[src/rtl/efm_pipe_stage_pkg.sv]
// Shared constants for the NC-DDSM segmented pipeline.
// Used by the input skewing stage, the EFM stage and the cascade top.
// All of them must agree on the segment count and on the per-segment skew.
package efm_pipe_stage_pkg;

    // The accumulator is split into four equal segments.
    localparam int SEG_COUNT = 4;

    // Pipeline skew in clock cycles of each segment, relative to the LSB.
    localparam int SKEW_MSB  = 3;
    localparam int SKEW_ISB1 = 2;
    localparam int SKEW_ISB2 = 1;
    localparam int SKEW_LSB  = 0;

    // Full accumulator width for a given segment width.
    function automatic int total_width(input int seg_w);
        return SEG_COUNT * seg_w;
    endfunction

endpackage

[src/rtl/efm_pipe_stage_delay.sv]
// Fixed-depth register delay line (DELAY_UNIT). It skews the enable and
// aligns the residue segments.
// Ports:
//   i_clk, i_rst_n : clock, asynchronous active-low reset
//   i_d            : input word
//   o_q            : i_d delayed by P_DEPTH clocks (P_DEPTH >= 1)
// Every stage resets to P_RST_VAL, so the output already holds that value
// while the line is still filling after reset.
module efm_delay_unit #(
    parameter int                 P_WIDTH   = 1,
    parameter int                 P_DEPTH   = 1,
    parameter logic [P_WIDTH-1:0] P_RST_VAL = '0
) (
    input  logic               i_clk,
    input  logic               i_rst_n,
    input  logic [P_WIDTH-1:0] i_d,
    output logic [P_WIDTH-1:0] o_q
);

    logic [P_WIDTH-1:0] stage_q [P_DEPTH];

    // Shift register: stage 0 captures the input, and each later stage takes the one before it.
    always_ff @(posedge i_clk or negedge i_rst_n) begin
        if (!i_rst_n) begin
            for (int i = 0; i < P_DEPTH; i++) begin
                stage_q[i] <= P_RST_VAL;
            end
        end else begin
            stage_q[0] <= i_d;
            for (int i = 1; i < P_DEPTH; i++) begin
                stage_q[i] <= stage_q[i-1];
            end
        end
    end

    assign o_q = stage_q[P_DEPTH-1];

endmodule

[src/rtl/efm_pipe_stage_seg_acc.sv]
// One segment of the pipelined error-feedback accumulator.
// Ports:
//   i_clk, i_rst_n : clock, asynchronous active-low reset
//   i_en           : segment enable (already skewed for this segment)
//   i_in           : input segment
//   i_carry        : registered carry from the next-lower segment
//   o_acc          : registered accumulator segment
//   o_carry        : registered carry-out, cleared in any cycle that is not enabled
// When the segment is disabled it forces its carry-out to 0. A carry is
// therefore consumed by the next segment exactly once.
module efm_seg_acc #(
    parameter int                       P_INPUT_WIDTH = 6,
    parameter logic [P_INPUT_WIDTH-1:0] P_RST_VAL     = '0
) (
    input  logic                     i_clk,
    input  logic                     i_rst_n,
    input  logic                     i_en,
    input  logic [P_INPUT_WIDTH-1:0] i_in,
    input  logic                     i_carry,
    output logic [P_INPUT_WIDTH-1:0] o_acc,
    output logic                     o_carry
);

    logic [P_INPUT_WIDTH:0]   sum_s;
    logic [P_INPUT_WIDTH-1:0] acc_q;
    logic [P_INPUT_WIDTH-1:0] acc_d;
    logic                     carry_q;
    logic                     carry_d;

    // Next-state logic: add with carry when enabled, otherwise hold and drop the carry.
    always_comb begin
        sum_s   = {1'b0, acc_q} + {1'b0, i_in} + {{P_INPUT_WIDTH{1'b0}}, i_carry};
        acc_d   = acc_q;
        carry_d = 1'b0;
        if (i_en) begin
            acc_d   = sum_s[P_INPUT_WIDTH-1:0];
            carry_d = sum_s[P_INPUT_WIDTH];
        end else begin
            acc_d   = acc_q;
            carry_d = 1'b0;
        end
    end

    // State registers for the accumulator segment and its carry-out.
    always_ff @(posedge i_clk or negedge i_rst_n) begin
        if (!i_rst_n) begin
            acc_q   <= P_RST_VAL;
            carry_q <= 1'b0;
        end else begin
            acc_q   <= acc_d;
            carry_q <= carry_d;
        end
    end

    assign o_acc   = acc_q;
    assign o_carry = carry_q;

endmodule

[src/rtl/efm_pipe_stage.sv]
// Pipelined first-order error-feedback accumulator stage of the NC-DDSM.
// Inputs arrive with the segments skewed 3/2/1/0 cycles (msb/isb1/isb2/lsb).
// The carry ripples up by one segment per clock.
// Ports:
//   i_clk, i_rst_n           : clock, asynchronous active-low reset
//   i_en                     : sample enable, timed with i_lsb
//   i_msb/i_isb1/i_isb2/i_lsb: skewed input segments
//   o_carry                  : MSB overflow (modulator bit). For a sample whose LSB
//                              enters at edge k, it is valid after edge k+4.
//   o_msb/o_isb1/o_isb2/o_lsb: skewed residue, fed to the next cascaded stage
//   o_acc                    : de-skewed residue, aligned with o_carry (debug)
module efm_pipe_stage
    import efm_pipe_stage_pkg::*;
#(
    parameter int                       P_INPUT_WIDTH = 6,
    parameter logic [P_INPUT_WIDTH-1:0] P_LSB_SEED    = '0
) (
    input  logic                               i_clk,
    input  logic                               i_rst_n,
    input  logic                               i_en,
    input  logic [P_INPUT_WIDTH-1:0]           i_msb,
    input  logic [P_INPUT_WIDTH-1:0]           i_isb1,
    input  logic [P_INPUT_WIDTH-1:0]           i_isb2,
    input  logic [P_INPUT_WIDTH-1:0]           i_lsb,
    output logic                               o_carry,
    output logic [P_INPUT_WIDTH-1:0]           o_msb,
    output logic [P_INPUT_WIDTH-1:0]           o_isb1,
    output logic [P_INPUT_WIDTH-1:0]           o_isb2,
    output logic [P_INPUT_WIDTH-1:0]           o_lsb,
    output logic [SEG_COUNT*P_INPUT_WIDTH-1:0] o_acc
);

    localparam int LP_TOTAL_W = total_width(P_INPUT_WIDTH);

    logic                     en_isb2_s, en_isb1_s, en_msb_s;
    logic                     c_lsb_s, c_isb2_s, c_isb1_s, c_msb_s;
    logic [P_INPUT_WIDTH-1:0] acc_lsb_s, acc_isb2_s, acc_isb1_s, acc_msb_s;
    logic [P_INPUT_WIDTH-1:0] acc_lsb_dly_s, acc_isb2_dly_s, acc_isb1_dly_s;
    logic                     carry_q, carry_d;
    logic [LP_TOTAL_W-1:0]    acc_q, acc_d;

    // The enable follows the data up the segment skew.
    efm_delay_unit #(.P_WIDTH(1), .P_DEPTH(SKEW_ISB2), .P_RST_VAL(1'b0)) u_en_isb2 (
        .i_clk(i_clk), .i_rst_n(i_rst_n), .i_d(i_en), .o_q(en_isb2_s));
    efm_delay_unit #(.P_WIDTH(1), .P_DEPTH(SKEW_ISB1), .P_RST_VAL(1'b0)) u_en_isb1 (
        .i_clk(i_clk), .i_rst_n(i_rst_n), .i_d(i_en), .o_q(en_isb1_s));
    efm_delay_unit #(.P_WIDTH(1), .P_DEPTH(SKEW_MSB), .P_RST_VAL(1'b0)) u_en_msb (
        .i_clk(i_clk), .i_rst_n(i_rst_n), .i_d(i_en), .o_q(en_msb_s));

    efm_seg_acc #(.P_INPUT_WIDTH(P_INPUT_WIDTH), .P_RST_VAL(P_LSB_SEED)) u_lsb (
        .i_clk(i_clk), .i_rst_n(i_rst_n), .i_en(i_en), .i_in(i_lsb),
        .i_carry(1'b0), .o_acc(acc_lsb_s), .o_carry(c_lsb_s));
    efm_seg_acc #(.P_INPUT_WIDTH(P_INPUT_WIDTH), .P_RST_VAL('0)) u_isb2 (
        .i_clk(i_clk), .i_rst_n(i_rst_n), .i_en(en_isb2_s), .i_in(i_isb2),
        .i_carry(c_lsb_s), .o_acc(acc_isb2_s), .o_carry(c_isb2_s));
    efm_seg_acc #(.P_INPUT_WIDTH(P_INPUT_WIDTH), .P_RST_VAL('0)) u_isb1 (
        .i_clk(i_clk), .i_rst_n(i_rst_n), .i_en(en_isb1_s), .i_in(i_isb1),
        .i_carry(c_isb2_s), .o_acc(acc_isb1_s), .o_carry(c_isb1_s));
    efm_seg_acc #(.P_INPUT_WIDTH(P_INPUT_WIDTH), .P_RST_VAL('0)) u_msb (
        .i_clk(i_clk), .i_rst_n(i_rst_n), .i_en(en_msb_s), .i_in(i_msb),
        .i_carry(c_isb1_s), .o_acc(acc_msb_s), .o_carry(c_msb_s));

    // Lower segments are held back until the MSB of the same sample has been accumulated.
    efm_delay_unit #(.P_WIDTH(P_INPUT_WIDTH), .P_DEPTH(SKEW_MSB - SKEW_LSB), .P_RST_VAL(P_LSB_SEED)) u_al_lsb (
        .i_clk(i_clk), .i_rst_n(i_rst_n), .i_d(acc_lsb_s), .o_q(acc_lsb_dly_s));
    efm_delay_unit #(.P_WIDTH(P_INPUT_WIDTH), .P_DEPTH(SKEW_MSB - SKEW_ISB2), .P_RST_VAL('0)) u_al_isb2 (
        .i_clk(i_clk), .i_rst_n(i_rst_n), .i_d(acc_isb2_s), .o_q(acc_isb2_dly_s));
    efm_delay_unit #(.P_WIDTH(P_INPUT_WIDTH), .P_DEPTH(SKEW_MSB - SKEW_ISB1), .P_RST_VAL('0)) u_al_isb1 (
        .i_clk(i_clk), .i_rst_n(i_rst_n), .i_d(acc_isb1_s), .o_q(acc_isb1_dly_s));

    // Output next-state: the MSB carry and the aligned residue of the same sample.
    always_comb begin
        carry_d = c_msb_s;
        acc_d   = {acc_msb_s, acc_isb1_dly_s, acc_isb2_dly_s, acc_lsb_dly_s};
    end

    // Output registers. The extra stage keeps o_acc in step with o_carry.
    always_ff @(posedge i_clk or negedge i_rst_n) begin
        if (!i_rst_n) begin
            carry_q <= 1'b0;
            acc_q   <= {{((SEG_COUNT-1)*P_INPUT_WIDTH){1'b0}}, P_LSB_SEED};
        end else begin
            carry_q <= carry_d;
            acc_q   <= acc_d;
        end
    end

    assign o_carry = carry_q;
    assign o_acc   = acc_q;
    assign o_msb   = acc_msb_s;
    assign o_isb1  = acc_isb1_s;
    assign o_isb2  = acc_isb2_s;
    assign o_lsb   = acc_lsb_s;

endmodule
[config.mk]
export PLATFORM = sky130hd
export DESIGN_NAME = efm_pipe_stage
export DESIGN_NICKNAME = d
export VERILOG_FILES = /design/src/rtl/efm_pipe_stage_pkg.sv /design/src/rtl/efm_pipe_stage_delay.sv /design/src/rtl/efm_pipe_stage_seg_acc.sv /design/src/rtl/efm_pipe_stage.sv
export SDC_FILE = /design/constraint.sdc
export NUM_CORES = 1
export LEC_CHECK = 0
export ABC_AREA = 1
export BUFFER_PORTS_ARGS = -buffer_cell sky130_fd_sc_hd__buf_2
export CORE_MARGIN = 1
export CORE_UTILIZATION = 54
export CTS_CLUSTER_DIAMETER = 150
export DETAILED_ROUTE_END_ITERATION = 12
export PLACE_DENSITY = 0.77
export REMOVE_ABC_BUFFERS = 1
export SLEW_MARGIN = 10
export SYNTH_ARGS = -nofsm -noshare
export SYNTH_HDL_FRONTEND = slang
export SYNTH_SLANG_ARGS = --single-unit
[constraint.sdc]
create_clock -name i_clk -period 2 [get_ports i_clk]
set_clock_uncertainty 0.15 [all_clocks]
set_input_delay 0.2 -clock i_clk [delete_from_list [all_inputs] [get_ports i_clk]]
set_output_delay 0.2 -clock i_clk [all_outputs]
set_load 0.03 [all_outputs]
# Word-level counts from Yosys, hierarchy flattened
# Cells that the tools add are included.
# totals
reg_bits	92
input_bits	27
out_inout_bits	49
# op_classes
n_addsub	7
muxes	4
# ops
cell	n
$add 6x6->7	4
$add 7x1->7	3
$mux 1	4

# Depth between registers and ports, before layout
# Gate-level depths: netlist of the first run.
# logic_depth
depth_word	3
depth_mapped	10
depth_no_buf	10

# Modules after synthesis
# From an unflattened synthesis of the first run, not the netlist that was laid out.
# hier_totals
hier_cells	354
area_unflattened_um2	3843.7
# by_module_without_submodules
module	n_inst	cells_per_inst	area_per_inst_um2	seq_area_each_um2
efm_seg_acc (u_isb1 ...)	3	69	520.5	175.2
efm_pipe_stage	1	26	629.4	625.6
efm_seg_acc (u_isb2)	1	67	511.7	175.2
efm_delay_unit (u_al_lsb)	1	24	495.5	450.4
efm_delay_unit (u_al_isb2)	1	18	345.3	300.3
efm_delay_unit (u_al_isb1)	1	6	150.1	150.1
efm_delay_unit (u_en_msb)	1	3	75.1	75.1
efm_delay_unit (u_en_isb1)	1	2	50.0	50.0
efm_delay_unit (u_en_isb2)	1	1	25.0	25.0

# Worst setup path before layout of the first run
# OpenSTA, ideal clock, no wires.
# synth_timing
kind	flip-flop to flip-flop
start	reg u_msb.acc_q[0] (netlist: u_msb.o_acc[0])
end	reg u_msb.acc_q[4] (netlist: u_msb.o_acc[4])
t_arrival_ns	1.753
slack_ns	0.021
path_stages_with_launch	8
path_buffers	0
path_cell_list	dfrtp_1 fa_1 fa_1 nand3_1 nand2_1 nand2_1 nand2_1 o21ai_1
# synth_between
elab_chain_cells	2
# synth_lines
item	line_no	source
from (decl)	efm_pipe_stage_seg_acc.sv:25	logic [P_INPUT_WIDTH-1:0] acc_q;
from (signal assigned)	efm_pipe_stage_seg_acc.sv:47	acc_q <= P_RST_VAL;
from (signal assigned)	efm_pipe_stage_seg_acc.sv:50	acc_q <= acc_d;
$add 6x6->7	efm_pipe_stage_seg_acc.sv:32	sum_s = {1'b0, acc_q} + {1'b0, i_in} + {{P_INPUT_WIDTH{1'b0}}, i_carry};
$add 7x1->7	efm_pipe_stage_seg_acc.sv:32	
# No other way between the ends.
# A chain may end at the register's enable or synchronous reset.

# Worst setup path in the final report of the first run
# layout_timing
start	reg u_isb1.acc_q[0] (netlist: u_isb1.o_acc[0])
end	reg u_isb1.acc_q[4] (netlist: u_isb1.o_acc[4])
# layout_between
elab_chain_cells	2
# layout_lines
item	line_no
from (decl)	efm_pipe_stage_seg_acc.sv:25
from (signal assigned)	efm_pipe_stage_seg_acc.sv:47
from (signal assigned)	efm_pipe_stage_seg_acc.sv:50
$add 6x6->7	efm_pipe_stage_seg_acc.sv:32
$add 7x1->7	efm_pipe_stage_seg_acc.sv:32
# No other way between the ends.

==> results of run 1 <==
[layer usage]
metal  wire [um]  GRT usage (%)  up-vias
met4         116           9.40        0
met3         272           3.88       11
li1            -              -     1209
met5           0              0        -
met1        2720           23.9     1111
met2        2740           30.0       68
[registers in the layout, summed over array words and instances (netlist names)]
signal,count
u_en_msb.stage_q,1
u_en_isb1.o_q,1
u_al_isb2.stage_q,6
u_en_msb.o_q,1
u_isb2.o_carry,1
u_isb1.o_carry,1
u_al_isb2.o_q,6
u_lsb.o_acc,6
u_isb2.o_acc,6
u_al_lsb.stage_q,12
u_al_isb1.o_q,6
o_carry,1
u_msb.o_acc,6
o_acc,24
u_al_lsb.o_q,6
u_msb.o_carry,1
u_isb1.o_acc,6
u_lsb.o_carry,1
[cells in the final DEF, fill, tap and decap left out]
cell type	n
dfrtp_1	92
o21ai_0	11
nand3_1	16
o21a_1	4
inv_6	1
a21oi_1	24
clkinvlp_4	1
inv_1	28
nand3_2	2
clkbuf_8	9
or2_4	2
dlygate4sd3_1	2
clkinv_2	1
fa_2	3
fa_1	4
bufinv_16	2
nor2_1	8
ha_1	21
o21ai_1	5
nand4_1	6
buf_12	1
nand2_1	88
clkinv_4	2
buf_2	74
buf_4	2
inv_2	2
[how the worst max path moves through the flow]
stage                           end  slack, ns  depth (start not counted)
floorplan            u_msb.o_acc[4]       0.02                          7
global placement     u_msb.o_acc[4]       0.12                          7
detailed placement   u_msb.o_acc[4]       0.03                          7
CTS                  u_msb.o_acc[4]       0.02                          7
global route        u_isb1.o_acc[4]       0.03                          8
finish              u_isb1.o_acc[4]       0.17                          9
[per-stage QoR]
stage / power [mW] / hold WS [ns] / setup WS [ns] / instance area, sq um / cells
after floorplan: 5.39 / -0.246 / 0.0211 / 3560 / 316
after global placement: 6.19 / 0.0485 / 0.116 / 4070 / 470
after detailed placement: 6.32 / 0.0478 / 0.0345 / 4070 / 470
after CTS: 7.67 / 0.0136 / 0.0174 / 4310 / 488
after global routing: 8.15 / 0.0459 / 0.0264 / 4320 / 488
final: 7.62 / 0.0232 / 0.170 / 4320 / 488
[what timing repair did]
item / CTS / global route
endpoints found under the setup margin: 0 / 2
hold buffers: 2 / 0
gates resized for setup: 0 / 3
hold endpoints to repair: 42 / 0
[layout make-up]
type                       instances  area share (%)
sequential                        92            53.3
multi-input combinational        194            26.8
timing repair buffer              79            9.86
clock buffer                       9            2.87
inverter                          30            2.61
clock inverter                     7            2.29
tap                               77            2.23
[critical path, delay by kind of cell (launching register included)]
family / cells / cell delay, ns
and+or+nand+nor: 4 / 0.28
AOI/OAI and AO/OA: 1 / 0.07
buffers and inverters: 2 / 0.18
DFF: 1 / 0.40
adders and majority gates: 2 / 0.63
[kinds of logic after synthesis]
| family | Yosys count | share of synthesized area [%] |
|---|---|---|
| and+or+nand+nor | 122 | 14.5 |
| DFF | 92 | 64.6 |
| AOI/OAI and AO/OA | 44 | 6.46 |
| buffers and inverters | 30 | 3.16 |
| adders and majority gates | 28 | 11.3 |
[power by group]
part / leakage [nW] / internal, mW / switching, mW / total, mW
registers: 1.11 / 2.70 / 0.431 / 3.13
logic: 1.08 / 1.02 / 2.12 / 3.15
clock network: 0.110 / 0.710 / 0.631 / 1.34
==> reports/metrics.cfg, run 1 <==
[die]
initial_utilization_pct=56.1
core_sq_um=6350
die-area_sq_um=6930
dieWidth_um=83.2
rows=29
boundaryPins=76
die_y_um=83.2

[global_routing]
track_usage_pct=18.6
grt_max_degree=42
grt_first_pass_wirelength_mm=10.1
grt-ovfl-total=0
grt_pass1_vias=2304
antenna_found_initial=0

[cells_and_area]
fin_util_pct=68.0
nets=461
area_growth_syn_to_layout_pct=21.1
n_antenna_cell=0
regArea_sq_um=2300
fillers=477
multi_input_area_sq_um=1160
drive_above_1_share_pct=24.8

[critical_path]
crit_top_cell=nand2_1
path_class=reg2reg
critPathMaxFanout=4
reg2reg_slack_ns=0.17
crit_required_ns=2.08
timing.rr.end=u_isb1.o_acc[4]
rr_worst_depth=9
r2r-start=u_isb1.o_acc[0]
critical_path_arrival_ns=1.91
startpoint_type=register
max_stage_delay_ns=0.40
crit_path_end_kind=register
crit_chain=inv_1, fa_1, inv_1, fa_2, nand3_1, nand2_1, nand2_1, nand2_1, o21ai_0
slowest_stage=dfrtp_1
worstSetupStartpoint=u_isb1.o_acc[0]

[timing]
finalSetupViolCount=0
rsz0062_at_grt=false
post-route-period-util_pct=91.5
finalHoldViolCount=0
max-slew-margin-rel_pct=67.4
finalCriticalPeriod_ns=1.83
setup_tns_ns=0
max_freq_mhz=546
timing_worst_slew_pin_value_ns=0.489
slew_violations=0

[detailed_routing]
wl_per_cell_um=12.0
drt-total-wl_mm=5.85
via_per_inst=4.92
drc_errors=0
drt_iter0_markers=102
ant_nets=0
via_count=2399
first_pass_iters=4

[synth]
ys.flop_type=dfrtp_1
syn_avg_cell_area_sq_um=11.3
synthTopCellsByCount=dfrtp_1 (92), nand2_1 (88), inv_1 (28)
synth_top_cell_by_area=dfrtp_1
netlist_area_sq_um=3560
synthTopCellsByArea=dfrtp_1 (65%), nand2_1 (9.3%), ha_1 (7.4%), fa_1 (3.9%), a21oi_1 (3.4%)
synth_seq_cells=92
async_reset_ff_share_pct=100
synth_edf_count=0
yosysWarnings=0
yosysUniqueCellTypes=15
yosys.cell_count.top_type=dfrtp_1
synth-seq-area-share_pct=64.6
netlist_instances=316
synth_top_area_share_pct=64.6

[clock_tree]
htree_num_levels=3
cts_sinks=92
cts_tree=yes
clk_pin_slew_worst_paths_ns=0.09
cts_buffers=9
clock_latency_ns=0.35
cts_setup_buffers=0
cts_buffer_depth=2
cts_root_buffer=clkbuf_8

[placed_design]
dpl.hpwl_mm=4.32
place_congestion=0.881
numPortBuffers=75

[power]
p_leak_nw=2.30
vdd_ir_drop_max_v=0.000961
powerDensity_nw_per_um2=1760

[hold_path]
hold_path_depth=4
worstHoldStart=i_lsb[0]
hold-path-endpoint=u_lsb.o_acc[0]
hold_path.class=in2reg

[flow_run]
cap_violations=0

[outcome]
status=complete, no violations

Power figures use the tool's default switching activity.
==> inputs of run 2 (changes only) <==
--- a/config.mk
+++ b/config.mk
@@ -7,6 +7,7 @@
 export LEC_CHECK = 0
 export ABC_AREA = 1
 export BUFFER_PORTS_ARGS = -buffer_cell sky130_fd_sc_hd__buf_2
+export CORE_ASPECT_RATIO = 1.25
 export CORE_MARGIN = 1
 export CORE_UTILIZATION = 54
 export CTS_CLUSTER_DIAMETER = 150
==> run 2 against run 1 <==
Wire length grew 10%. Non-clock buffer count is 1 higher. Hold slack better by 0.0026 ns. Utilization is 0.93 points higher. Combinational power about the same. Critical path depth stayed put. Flip-flop and latch count unchanged. Critical endpoint unchanged.
==> reports/metrics.cfg, run 2 (synthesized netlist as in run 1, its figures left out) <==
[clock_tree]
cts_root_buffer=clkbuf_8
cts_tree=yes
clk_pin_slew_worst_paths_ns=0.09  ; about the same
cts_sinks=92  ; unchanged
htree_num_levels=3  ; unchanged
cts_setup_buffers=0  ; unchanged
cts_buffers=9  ; unchanged
cts_buffer_depth=2  ; unchanged
clock_latency_ns=0.35  ; about the same

[die]
core_sq_um=6290  ; -1.0%
rows=32  ; +10%
dieWidth_um=74.7  ; -10%
initial_utilization_pct=56.7  ; +0.57 points
die_y_um=92.8  ; +12%
die-area_sq_um=6930  ; about the same
boundaryPins=76  ; unchanged

[power]
powerDensity_nw_per_um2=1780  ; +0.75%
power.total_mw=7.70  ; +1.1%
switching_share_pct=42.4  ; +0.54 points
p_leak_nw=2.31  ; +0.28%
vdd_ir_drop_max_v=0.000855  ; -11%
power.internal_mw=4.44  ; +0.16%
power_frac_seq_pct=41.2  ; about the same
switching_power_mw=3.26  ; +2.4%
pwr-share-clk_pct=17.6  ; about the same
pwr-share-comb_pct=41.2  ; about the same

[timing]
timing_worst_slew_pin_value_ns=0.360  ; -0.130 ns
post-route-period-util_pct=92.1  ; +0.62 points
max_freq_mhz=543  ; -0.67%
slew_violations=0  ; unchanged
finalSetupViolCount=0  ; unchanged
finalCriticalPeriod_ns=1.84  ; +0.0124 ns
max-slew-margin-rel_pct=76.0  ; +8.6 points
finalHoldViolCount=0  ; unchanged
rsz0062_at_grt=false
setup_tns_ns=0  ; unchanged

[global_routing]
grt_first_pass_wirelength_mm=10.7  ; +5.7%
grt_pass1_vias=2487  ; +7.9%
track_usage_pct=21.1  ; +2.5 points
antenna_found_initial=0  ; unchanged
grt_max_degree=33  ; -21%
grt-ovfl-total=0  ; unchanged

[critical_path]
critPathMaxFanout=4  ; unchanged
max_stage_delay_ns=0.40  ; about the same
crit_chain=inv_1, fa_1, inv_1, fa_1, nand3_1, nand2_1, nand2_1, nand2_1, o21ai_0
crit_required_ns=2.10  ; +0.02 ns
crit_path_end_kind=register
slowest_stage=dfrtp_1
path_class=reg2reg
critical_path_arrival_ns=1.94  ; +0.03 ns
crit_top_cell=nand2_1
startpoint_type=register

[cells_and_area]
largest_reg_flops=24  ; unchanged
area_growth_syn_to_layout_pct=21.5
regArea_sq_um=2300  ; unchanged
multi_input_area_sq_um=1150  ; -0.22%
mostFrequentLayoutCell=dfrtp_1
drive_above_1_share_pct=24.8  ; -0.060 points
layout_common_cells=dfrtp_1 (92), nand2_1 (88), buf_2 (74), inv_1 (28), a21oi_1 (24)
n_antenna_cell=0  ; unchanged
nets=462  ; +0.22%
fillers=479  ; +0.42%

[hold_path]
hold_path.class=in2reg

[detailed_routing]
first_pass_iters=4  ; unchanged
drt-total-wl_mm=6.44  ; +10%
ant_nets=0  ; unchanged
wl_per_cell_um=13.0  ; +8.1%
via_count=2494  ; +4.0%
drc_errors=0  ; unchanged
drt_iter0_markers=116  ; +14%
via_per_inst=5.02  ; +2.1%

[placed_design]
numPortBuffers=75  ; unchanged
dpl.hpwl_mm=4.54  ; +5.1%
place_congestion=0.906  ; +2.9%

[outcome]
status=complete, no violations

[flow_run]
cap_violations=0  ; unchanged

-- run 2: worst paths after layout --
path | depth (start not counted) | slack, ns | end | from
hold reg to reg | 0 | 0.20 | u_al_isb2.o_q[4] | u_al_isb2.stage_q[10]
max in group asynchronous | 3 | 0.97 | u_en_msb.stage_q[2] | i_rst_n
hold / removal | 4 | 0.03 | u_lsb.o_acc[0] | i_lsb[0]
min in group asynchronous | 2 | 0.15 | o_acc[3] | i_rst_n
setup / recovery | 9 | 0.16 | u_isb1.o_acc[4] | u_isb1.o_acc[0]
setup reg to reg | 9 | 0.16 | u_isb1.o_acc[4] | u_isb1.o_acc[0]
-- run 2: cell type report --
type	instances	area share [%]
clock inverter	7	2.28
timing repair buffer	80	10.0
clock buffer	9	2.86
inverter	30	2.60
multi-input combinational	194	26.6
sequential	92	53.2
tap	85	2.46
-- run 2: critical path, delay by kind of cell (launching register included) --
family	cells	cell delay (ns)
buffers and inverters	2	0.19
adders and majority gates	2	0.64
DFF	1	0.40
and+or+nand+nor	4	0.29
AOI/OAI and AO/OA	1	0.07
-- run 2: routing by layer --
| metal | wire, um | part of all wire, % | GRT usage (%) | vias up |
|---|---|---|---|---|
| met5 | 0 | 0 | 0 | - |
| met4 | 135 | 2.1 | 10.8 | 0 |
| met3 | 332 | 5.2 | 4.68 | 11 |
| met2 | 3270 | 51 | 34.5 | 91 |
| met1 | 2700 | 42 | 25.7 | 1184 |
| li1 | - | - | - | 1208 |
-- run 2: what timing repair did --
| item | 4_1_cts | 5_1_grt |
|---|---|---|
| endpoints found under the setup margin | 0 | 1 |
| hold endpoints to repair | 95 | 0 |
| hold buffers | 2 | 0 |
| gates resized for setup | 0 | 2 |
-- run 2: power by group through the flow --
stage / clock [mW] / sequential (mW) / combinational (mW)
after floorplan: 0 / 4.08 / 1.31
after global placement: 0 / 3.14 / 3.06
after detailed placement: 0 / 3.21 / 3.14
after CTS: 1.39 / 3.19 / 3.17
after global routing: 1.48 / 3.29 / 3.52
final: 1.35 / 3.17 / 3.17
-- run 2: through the flow --
stage	hold slack [ns]	instances	setup WS [ns]	cell area, sq um	utilization, %
CTS	0.00178	497	0.00472	4330	68.8
global route	0.0507	497	0.00555	4330	68.9
detailed placement	-0.00882	479	0.0273	4080	64.9
global placement	-0.0102	479	0.115	4080	64.9
finish	0.0258	497	0.158	4330	68.9
floorplan	-0.246	316	0.0211	3560	-
